## src/rtl/sipo_deserializer_32_bit_pkg.sv

```systemverilog
// Shared constants and types for the 32-bit SIPO deserializer.
package sipo_pkg;
  localparam int DATA_WIDTH_DEF = 32;

  typedef enum logic {
    S_IDLE  = 1'b0,
    S_SHIFT = 1'b1
  } state_t;
endpackage

```

## src/rtl/sipo_deserializer_32_bit_if.sv

```systemverilog
// Serial-in / parallel-out bus; the bench drives master, the deserializer is slave.
interface sipo_deserializer_32_bit_if #(
  parameter int DATA_WIDTH = 32
);
  localparam int CNT_WIDTH = $clog2(DATA_WIDTH);

  logic                  Enable_In;
  logic                  Frame_Start_In;
  logic                  Serial_Valid_In;
  logic                  Serial_Data_In;
  logic                  Parallel_Ready_In;
  logic                  Overrun_Clear_In;
  logic [DATA_WIDTH-1:0] Parallel_Data_Out;
  logic                  Parallel_Valid_Out;
  logic                  Overrun_Out;
  logic [CNT_WIDTH-1:0]  Bit_Count_Out;

  modport master (
    output Enable_In, Frame_Start_In, Serial_Valid_In, Serial_Data_In,
           Parallel_Ready_In, Overrun_Clear_In,
    input  Parallel_Data_Out, Parallel_Valid_Out, Overrun_Out, Bit_Count_Out
  );

  modport slave (
    input  Enable_In, Frame_Start_In, Serial_Valid_In, Serial_Data_In,
           Parallel_Ready_In, Overrun_Clear_In,
    output Parallel_Data_Out, Parallel_Valid_Out, Overrun_Out, Bit_Count_Out
  );
endinterface

```

## src/rtl/sipo_deserializer_32_bit_output_stage.sv

```systemverilog
// Valid/ready holding register for completed words with sticky overrun flag.
module sipo_output_stage #(
  parameter int DATA_WIDTH = 32
) (
  input  logic                  Clk_In,
  input  logic                  Reset_In,
  input  logic                  i_load,
  input  logic [DATA_WIDTH-1:0] i_load_data,
  input  logic                  i_ready,
  input  logic                  i_ovr_clear,
  output logic [DATA_WIDTH-1:0] o_data,
  output logic                  o_valid,
  output logic                  o_overrun
);
  logic [DATA_WIDTH-1:0] r_data;
  logic                  r_valid;
  logic                  r_overrun;
  logic                  w_drop;

  // A word arriving while the previous one is still unaccepted is dropped.
  assign w_drop = i_load && r_valid && !i_ready;

  always_ff @(posedge Clk_In or negedge Reset_In) begin
    if (!Reset_In) begin
      r_data    <= '0;
      r_valid   <= 1'b0;
      r_overrun <= 1'b0;
    end else begin
      if (i_load && !w_drop) begin
        r_data  <= i_load_data;
        r_valid <= 1'b1;
      end else if (!i_load && i_ready) begin
        r_valid <= 1'b0;
      end

      if (w_drop)
        r_overrun <= 1'b1;
      else if (i_ovr_clear)
        r_overrun <= 1'b0;
    end
  end

  assign o_data    = r_data;
  assign o_valid   = r_valid;
  assign o_overrun = r_overrun;
endmodule

```

## src/rtl/sipo_deserializer_32_bit.sv

```systemverilog
// Serial-to-parallel receiver: bit counter with framing, feeding a valid/ready output stage.
//   state   | meaning
//   S_IDLE  | counter 0, no partial bits held
//   S_SHIFT | 1..DATA_WIDTH-1 bits of the current word held
module sipo_deserializer_32_bit
  import sipo_pkg::*;
#(
  parameter int DATA_WIDTH = DATA_WIDTH_DEF,
  parameter bit MSB_FIRST  = 1'b1,
  localparam int CNT_WIDTH = $clog2(DATA_WIDTH)
) (
  input  logic                       Clk_In,
  input  logic                       Reset_In,
  sipo_deserializer_32_bit_if.slave  bus
);
  localparam logic [CNT_WIDTH-1:0] LAST_CNT = CNT_WIDTH'(DATA_WIDTH - 1);

  state_t                r_state, w_state_nxt;
  logic [CNT_WIDTH-1:0]  r_cnt, w_cnt_nxt, w_cnt_base;
  logic [DATA_WIDTH-1:0] r_sr, w_sr_nxt, w_sr_base, w_shifted;
  logic                  w_accept;
  logic                  w_load;

  assign w_accept = bus.Enable_In && bus.Serial_Valid_In;

  // Frame start realigns before the same-cycle bit, so that bit becomes bit 1.
  assign w_cnt_base = bus.Frame_Start_In ? '0 : r_cnt;
  assign w_sr_base  = bus.Frame_Start_In ? '0 : r_sr;
  assign w_shifted  = MSB_FIRST ? {w_sr_base[DATA_WIDTH-2:0], bus.Serial_Data_In}
                                : {bus.Serial_Data_In, w_sr_base[DATA_WIDTH-1:1]};

  always_ff @(posedge Clk_In or negedge Reset_In) begin
    if (!Reset_In) begin
      r_state <= S_IDLE;
      r_cnt   <= '0;
      r_sr    <= '0;
    end else begin
      r_state <= w_state_nxt;
      r_cnt   <= w_cnt_nxt;
      r_sr    <= w_sr_nxt;
    end
  end

  always_comb begin
    w_state_nxt = r_state;
    w_cnt_nxt   = r_cnt;
    w_sr_nxt    = r_sr;
    if (bus.Frame_Start_In) begin
      w_state_nxt = S_IDLE;
      w_cnt_nxt   = '0;
      w_sr_nxt    = '0;
    end
    if (w_accept) begin
      w_sr_nxt = w_shifted;
      if (w_cnt_base == LAST_CNT) begin
        w_state_nxt = S_IDLE;
        w_cnt_nxt   = '0;
      end else begin
        w_state_nxt = S_SHIFT;
        w_cnt_nxt   = w_cnt_base + 1'b1;
      end
    end
  end

  always_comb begin
    w_load = w_accept && (w_cnt_base == LAST_CNT);
  end

  sipo_output_stage #(
    .DATA_WIDTH(DATA_WIDTH)
  ) u_output_stage (
    .Clk_In      (Clk_In),
    .Reset_In    (Reset_In),
    .i_load      (w_load),
    .i_load_data (w_shifted),
    .i_ready     (bus.Parallel_Ready_In),
    .i_ovr_clear (bus.Overrun_Clear_In),
    .o_data      (bus.Parallel_Data_Out),
    .o_valid     (bus.Parallel_Valid_Out),
    .o_overrun   (bus.Overrun_Out)
  );

  assign bus.Bit_Count_Out = r_cnt;
endmodule

```

## src/flat_wrapper.sv

```systemverilog
// flat-port wrapper written by rule: the top's interface ports become plain ports
module sipo_deserializer_32_bit_flat import sipo_pkg::*;
#(
  parameter int DATA_WIDTH = DATA_WIDTH_DEF,
  parameter bit MSB_FIRST  = 1'b1,
  localparam int CNT_WIDTH = $clog2(DATA_WIDTH)
)
  (Clk_In, Reset_In, bus_Enable_In, bus_Frame_Start_In, bus_Serial_Valid_In, bus_Serial_Data_In, bus_Parallel_Ready_In, bus_Overrun_Clear_In, bus_Parallel_Data_Out, bus_Parallel_Valid_Out, bus_Overrun_Out, bus_Bit_Count_Out);
  sipo_deserializer_32_bit_if #(.DATA_WIDTH(DATA_WIDTH)) bus_i ();
  input  logic Clk_In;
  input  logic Reset_In;
  input wire logic [$bits(bus_i.Enable_In)-1:0] bus_Enable_In;
  input wire logic [$bits(bus_i.Frame_Start_In)-1:0] bus_Frame_Start_In;
  input wire logic [$bits(bus_i.Serial_Valid_In)-1:0] bus_Serial_Valid_In;
  input wire logic [$bits(bus_i.Serial_Data_In)-1:0] bus_Serial_Data_In;
  input wire logic [$bits(bus_i.Parallel_Ready_In)-1:0] bus_Parallel_Ready_In;
  input wire logic [$bits(bus_i.Overrun_Clear_In)-1:0] bus_Overrun_Clear_In;
  output wire logic [$bits(bus_i.Parallel_Data_Out)-1:0] bus_Parallel_Data_Out;
  output wire logic [$bits(bus_i.Parallel_Valid_Out)-1:0] bus_Parallel_Valid_Out;
  output wire logic [$bits(bus_i.Overrun_Out)-1:0] bus_Overrun_Out;
  output wire logic [$bits(bus_i.Bit_Count_Out)-1:0] bus_Bit_Count_Out;
  assign bus_i.Enable_In = bus_Enable_In;
  assign bus_i.Frame_Start_In = bus_Frame_Start_In;
  assign bus_i.Serial_Valid_In = bus_Serial_Valid_In;
  assign bus_i.Serial_Data_In = bus_Serial_Data_In;
  assign bus_i.Parallel_Ready_In = bus_Parallel_Ready_In;
  assign bus_i.Overrun_Clear_In = bus_Overrun_Clear_In;
  assign bus_Parallel_Data_Out = bus_i.Parallel_Data_Out;
  assign bus_Parallel_Valid_Out = bus_i.Parallel_Valid_Out;
  assign bus_Overrun_Out = bus_i.Overrun_Out;
  assign bus_Bit_Count_Out = bus_i.Bit_Count_Out;
  sipo_deserializer_32_bit #(.DATA_WIDTH(DATA_WIDTH), .MSB_FIRST(MSB_FIRST)) u_core (.Clk_In(Clk_In), .Reset_In(Reset_In), .bus(bus_i));
endmodule
```

## config.mk

```make
export PLATFORM = sky130hd
export DESIGN_NAME = sipo_deserializer_32_bit_flat
export DESIGN_NICKNAME = d
export VERILOG_FILES = /design/src/rtl/sipo_deserializer_32_bit_pkg.sv /design/src/rtl/sipo_deserializer_32_bit_if.sv /design/src/rtl/sipo_deserializer_32_bit_output_stage.sv /design/src/rtl/sipo_deserializer_32_bit.sv /design/src/flat_wrapper.sv
export SDC_FILE = /design/constraint.sdc
export NUM_CORES = 1
export LEC_CHECK = 0
export ABC_AREA = 1
export CORE_ASPECT_RATIO = 1.4
export CORE_UTILIZATION = 45
export DETAILED_ROUTE_END_ITERATION = 16
export PLACE_DENSITY = 0.69
export SLEW_MARGIN = 20
export SYNTH_ARGS = -nofsm -noshare
export SYNTH_HDL_FRONTEND = slang
export SYNTH_SLANG_ARGS = --single-unit
```

## constraint.sdc

```tcl
create_clock -name Clk_In -period 2.5 [get_ports Clk_In]
set_clock_uncertainty 0.15 [all_clocks]
set_input_delay 0.5 -clock Clk_In [delete_from_list [all_inputs] [get_ports Clk_In]]
set_output_delay 0.5 -clock Clk_In [all_outputs]
set_load 0.02 [all_outputs]
```

# Word level (Yosys, flattened, before mapping)
# Index checks and enable logic that the tools add are counted.
# Widths: inputs -> output; s select.
# op_classes
bitwise	0
reduce_logical	11
magnitude_cmp	0
multipliers	0
n_eq_ne	1
n_div	0
addsub	1
n_shift	0
n_mux	9
# op_table
cell	n
$mux 31	2
$mux 5	3
$logic_and 1x1->1	6
$add 5x1->5 const B	1
$eq 5x5->1 const B	1
$mux 1	4
$reduce_bool 2->1	2
$logic_not 1->1	3
# totals
ram_bits	0
memories	0
inputBits	8
word_cells	27
out_inout_bits	39
register_bits	70
latch_bits	0
rom_bits	0

# Logic depth before layout (Yosys ltp)
# logic_depth
depth_word	8
ltp_mapped	14
mapped_depth_nobuf	12

# Cells and area by module
# From an unflattened synthesis, not the netlist that was laid out.
# hier_totals
cells_unflattened	352
area_unflattened_um2	3001.6
# modules_own_cells
mod	area_each_um2	cells_each	instances
sipo_deserializer_32_bit	1632.8	205	1
sipo_output_stage	1368.8	147	1

# Worst setup path before layout
# OpenSTA, ideal clock, no wires.
# synth_timing
path_type	input to register
startpoint	in bus_Frame_Start_In
endpoint	reg u_core.u_output_stage.r_data[22] (netlist: u_core.u_output_stage.o_data[22])
path_stages	14
path_buffers	2
path_slack_ps	286
required_time_ps	2232
arrival_ps	1946
path_cell_list	inv_2 -> buf_2 -> nand2_1 -> inv_1 -> ha_1 -> inv_1 -> nor3_1 -> ha_1 -> inv_1 -> nor2_8 -> nand2_4 -> buf_6 -> nand2_1 -> o21ai_2
# synth_between
elab_chain_len	7
elab_cells_between_ends	8
classes_between	eq/ne: 1; mux: 2; reduce/logical: 5
# synth_rtl
item	line	rtl
start: declaration	flat_wrapper.sv:13	input wire logic [$bits(bus_i.Frame_Start_In)-1:0] bus_Frame_Start_In;
$mux 5	-	
$eq 5x5->1	sipo_deserializer_32_bit.sv:66	w_load = w_accept && (w_cnt_base == LAST_CNT);
$logic_and 1x1->1	sipo_deserializer_32_bit.sv:66	
$logic_and 1x1->1 (2 in series)	sipo_deserializer_32_bit_output_stage.sv:21	assign w_drop = i_load && r_valid && !i_ready;
$logic_not 1->1	sipo_deserializer_32_bit_output_stage.sv:29	if (i_load && !w_drop) begin
$logic_and 1x1->1	sipo_deserializer_32_bit_output_stage.sv:29	
end signal: assignment	sipo_deserializer_32_bit_output_stage.sv:30	r_data <= i_load_data;
end: declaration	sipo_deserializer_32_bit_output_stage.sv:15	logic [DATA_WIDTH-1:0] r_data;
# Parallel ways exist; a longest one is shown, timed or not.
# A chain may end at the register's enable or synchronous reset.

# Final worst setup path
# layout_timing
startpoint	in bus_Frame_Start_In
endpoint	reg u_core.u_output_stage.r_data[3] (netlist: u_core.u_output_stage.o_data[3])
# Same word-level chain as after synthesis.

==> results.toml <==
[synthesis]
yosys_warnings = 0
synth_xor_area_share_pct = 0.299
synth_nets = 301
synth-compound-area-share_pct = 14.8
synth_top_family_by_area = "simple AND/OR/NAND/NOR gates"
netlist_instances = 291
syn-cell-area_sq_um = 2930
synth_cell_type_count = 19
synth_seq_cells = 70
synth_mux_area_share_pct = 0
synth-simple-area-share_pct = 18.1
yosysSeqAreaShare_pct = 59.9
postSynthAreaPerCell_sq_um = 10.1
synth_fa_ha_area_share_pct = 0.855

[clock_tree]
cts_max_level = 3
cts_buffers = 9
clkSinkCount = 70
post_cts_resized = 0
cts_hold_buf = 0
tritoncts = "done"
clkTransAtPathRegs_ns = 0.06
post-cts-setup-buffers = 0
clock_path_buffers = 2
root_buffer = "clkbuf_8"
clock_latency_ns = 0.33

[global_route]
grt-ovfl-total = 0
grt_start_max_net_pins = 59
grt_use_total_pct = 17.3
grt_pass1_wl_mm = 9.18
grt_antenna_before_repair = 0
grt_pass1_vias = 2043

[critical_path]
reg2reg_depth = 12
crit_path_max_fanout = 34
crit_path_end_kind = "flop"
start_kind = "primary input"
worst-endpoint-arrival_ns = 2.36
crit_chain = "clkdlybuf4s50_1 -> nor2_1 -> ha_1 -> inv_1 -> nor3_1 -> ha_1 -> inv_1 -> nor2_8 -> nand2_4 -> buf_12 -> nand2_1 -> o21ai_2"
slowest_stage = "clkdlybuf4s50_1"
required_ns = 2.57
r2r_slack_ns = 0.50
crit_path_max_incr_delay_ns = 0.45
path_class = "primary input to flop"

[placed_design]
dpl.hpwl_mm = 3.57
pre_cts_ws_ns = -0.115
port-buffer-count = 46
gp_congestion = 0.770

[power]
ir_worst_vdd_mv = 0.352
finalPower_uw = 2040
p_leak_uw = 0.00162
power.density_nw_per_um2 = 559

[timing]
fin_crit_sh_pct = 91.4
final.setup.tns_ns = 0
worstMarginPinSlew_ns = 0.567
relSlewSlack_pct = 62.2
max_freq_mhz = 437
hold_viol = 0
maxSlewViolCount = 0
worst_slack_ns = 0.214
rsz0062_at_grt = "false"
setup_viol = 0
fin_crit_ns = 2.29

[layout]
antenna_cells = 0
fin_nets = 351
final_common_cell = "nand2_1"
drive_above_1_share_pct = 17.4
syn_to_final_growth_pct = 24.4
fillers = 561
mostFrequentLayoutCells = "nand2_1, dfrtp_1, clkdlybuf4s50_1"

[die]
die_y_um = 97.4
fp.dieArea_sq_um = 6830
num_rows = 34
die_x_um = 70.2
pin_count = 47
start_util_pct = 46.8
core_sq_um = 6250

[detailed_routing]
finalWirelength_mm = 5.31
wire_per_inst_um = 12.8
via_per_inst = 5.06
dr.pass1.iters = 4
vias = 2103
drc_errors = 0
postRouteAntennaNets = 0
drt_iter0_drc = 126

[run]
cap_violations = 0

[hold_path]
hp-class = "primary input to async pin"

[outcome]
outcome = "finished clean"
[synth_stat cells, drive strengths merged]
cell type	count	area, sq um
ha	2	25.0
o22ai	1	6.26
xor2	1	8.76
buf	14	114
o21ai	62	423
clkbuf	5	18.8
nor3	2	10.0
nand2	82	318
nor2	8	46.3
dfrtp	70	1750
nand3	31	155
inv	12	45.0
a21oi	1	5.00
[worst max-delay path: cells and delay by family]
| kind | cells | cell delay (ns) |
|---|---|---|
| AOI/OAI and AO/OA | 1 | 0.05 |
| adders and majority gates | 2 | 0.33 |
| buffers and inverters | 4 | 0.76 |
| and+or+nand+nor | 5 | 0.68 |
[stage by stage]
| stage | util [%] | hold slack (ns) | std cells | instance area [sq um] |
|---|---|---|---|---|
| global route | 58.2 | 0.0481 | 416 | 3640 |
| finish | 58.2 | 0.00982 | 416 | 3640 |
| floorplan | - | 0.0544 | 291 | 2930 |
| detailed placement | 55.4 | 0.319 | 402 | 3470 |
| global placement | 55.4 | 0.315 | 402 | 3470 |
| CTS | 58.2 | 0.0114 | 416 | 3640 |
[power breakdown]
| group | total (uW) | switching (uW) | internal [uW] |
|---|---|---|---|
| clock | 799 | 370 | 429 |
| sequential | 1140 | 2.90 | 1140 |
| combinational | 96.7 | 66.4 | 30.3 |
| total | 2040 | 439 | 1600 |
[flip-flops by register name (all words and copies together), names as in the netlist]
name,cells
u_core.u_output_stage.o_data,32
u_core.u_output_stage.o_overrun,1
u_core.bus.Bit_Count_Out,5
u_core.u_output_stage.o_valid,1
u_core.r_sr,31
[per-layer routing]
metal | vias up | track usage, % | share of wire [%]
met5 | - | 0 | 0
met4 | 0 | 7.85 | 2.0
met3 | 8 | 4.67 | 3.8
met2 | 47 | 28.3 | 49
met1 | 990 | 21.2 | 45
li1 | 1058 | - | -
[final timing paths]
kind | startpoint | end
min in group Clk_In | u_core.u_output_stage.o_data[5]$_DFFE_PN0P_ | u_core.u_output_stage.o_data[5]$_DFFE_PN0P_
min | Reset_In | u_core.bus.Bit_Count_Out[1]$_DFF_PN0_
min reg2reg | u_core.u_output_stage.o_data[5]$_DFFE_PN0P_ | u_core.u_output_stage.o_data[5]$_DFFE_PN0P_
max reg2reg | u_core.bus.Bit_Count_Out[1]$_DFF_PN0_ | u_core.u_output_stage.o_data[3]$_DFFE_PN0P_
max | bus_Frame_Start_In | u_core.u_output_stage.o_data[3]$_DFFE_PN0P_
max in group asynchronous | Reset_In | u_core.r_sr[22]$_DFF_PN0_
[cell families (layout without fill, tap and decap cells)]
family / Yosys count / after routing
adders and majority gates: 2 / 2
and+or+nand+nor: 123 / 123
AOI/OAI and AO/OA: 64 / 64
xor gates and xnor gates: 1 / 1
DFF: 70 / 70
buffers and inverters: 31 / 84
[final cells by class]
class / count / area (sq um) / share of cell area (%)
clock buffers: 13 / 169 / 4.64
inverters: 12 / 45.0 / 1.24
well taps: 72 / 90.1 / 2.47
flip-flops and latches: 70 / 1750 / 48.1
multi-input cells: 190 / 997 / 27.4
repair buffers: 58 / 583 / 16.0
clock inverters: 1 / 5.00 / 0.137
Note: power is estimated with default switching activity, not from simulation.
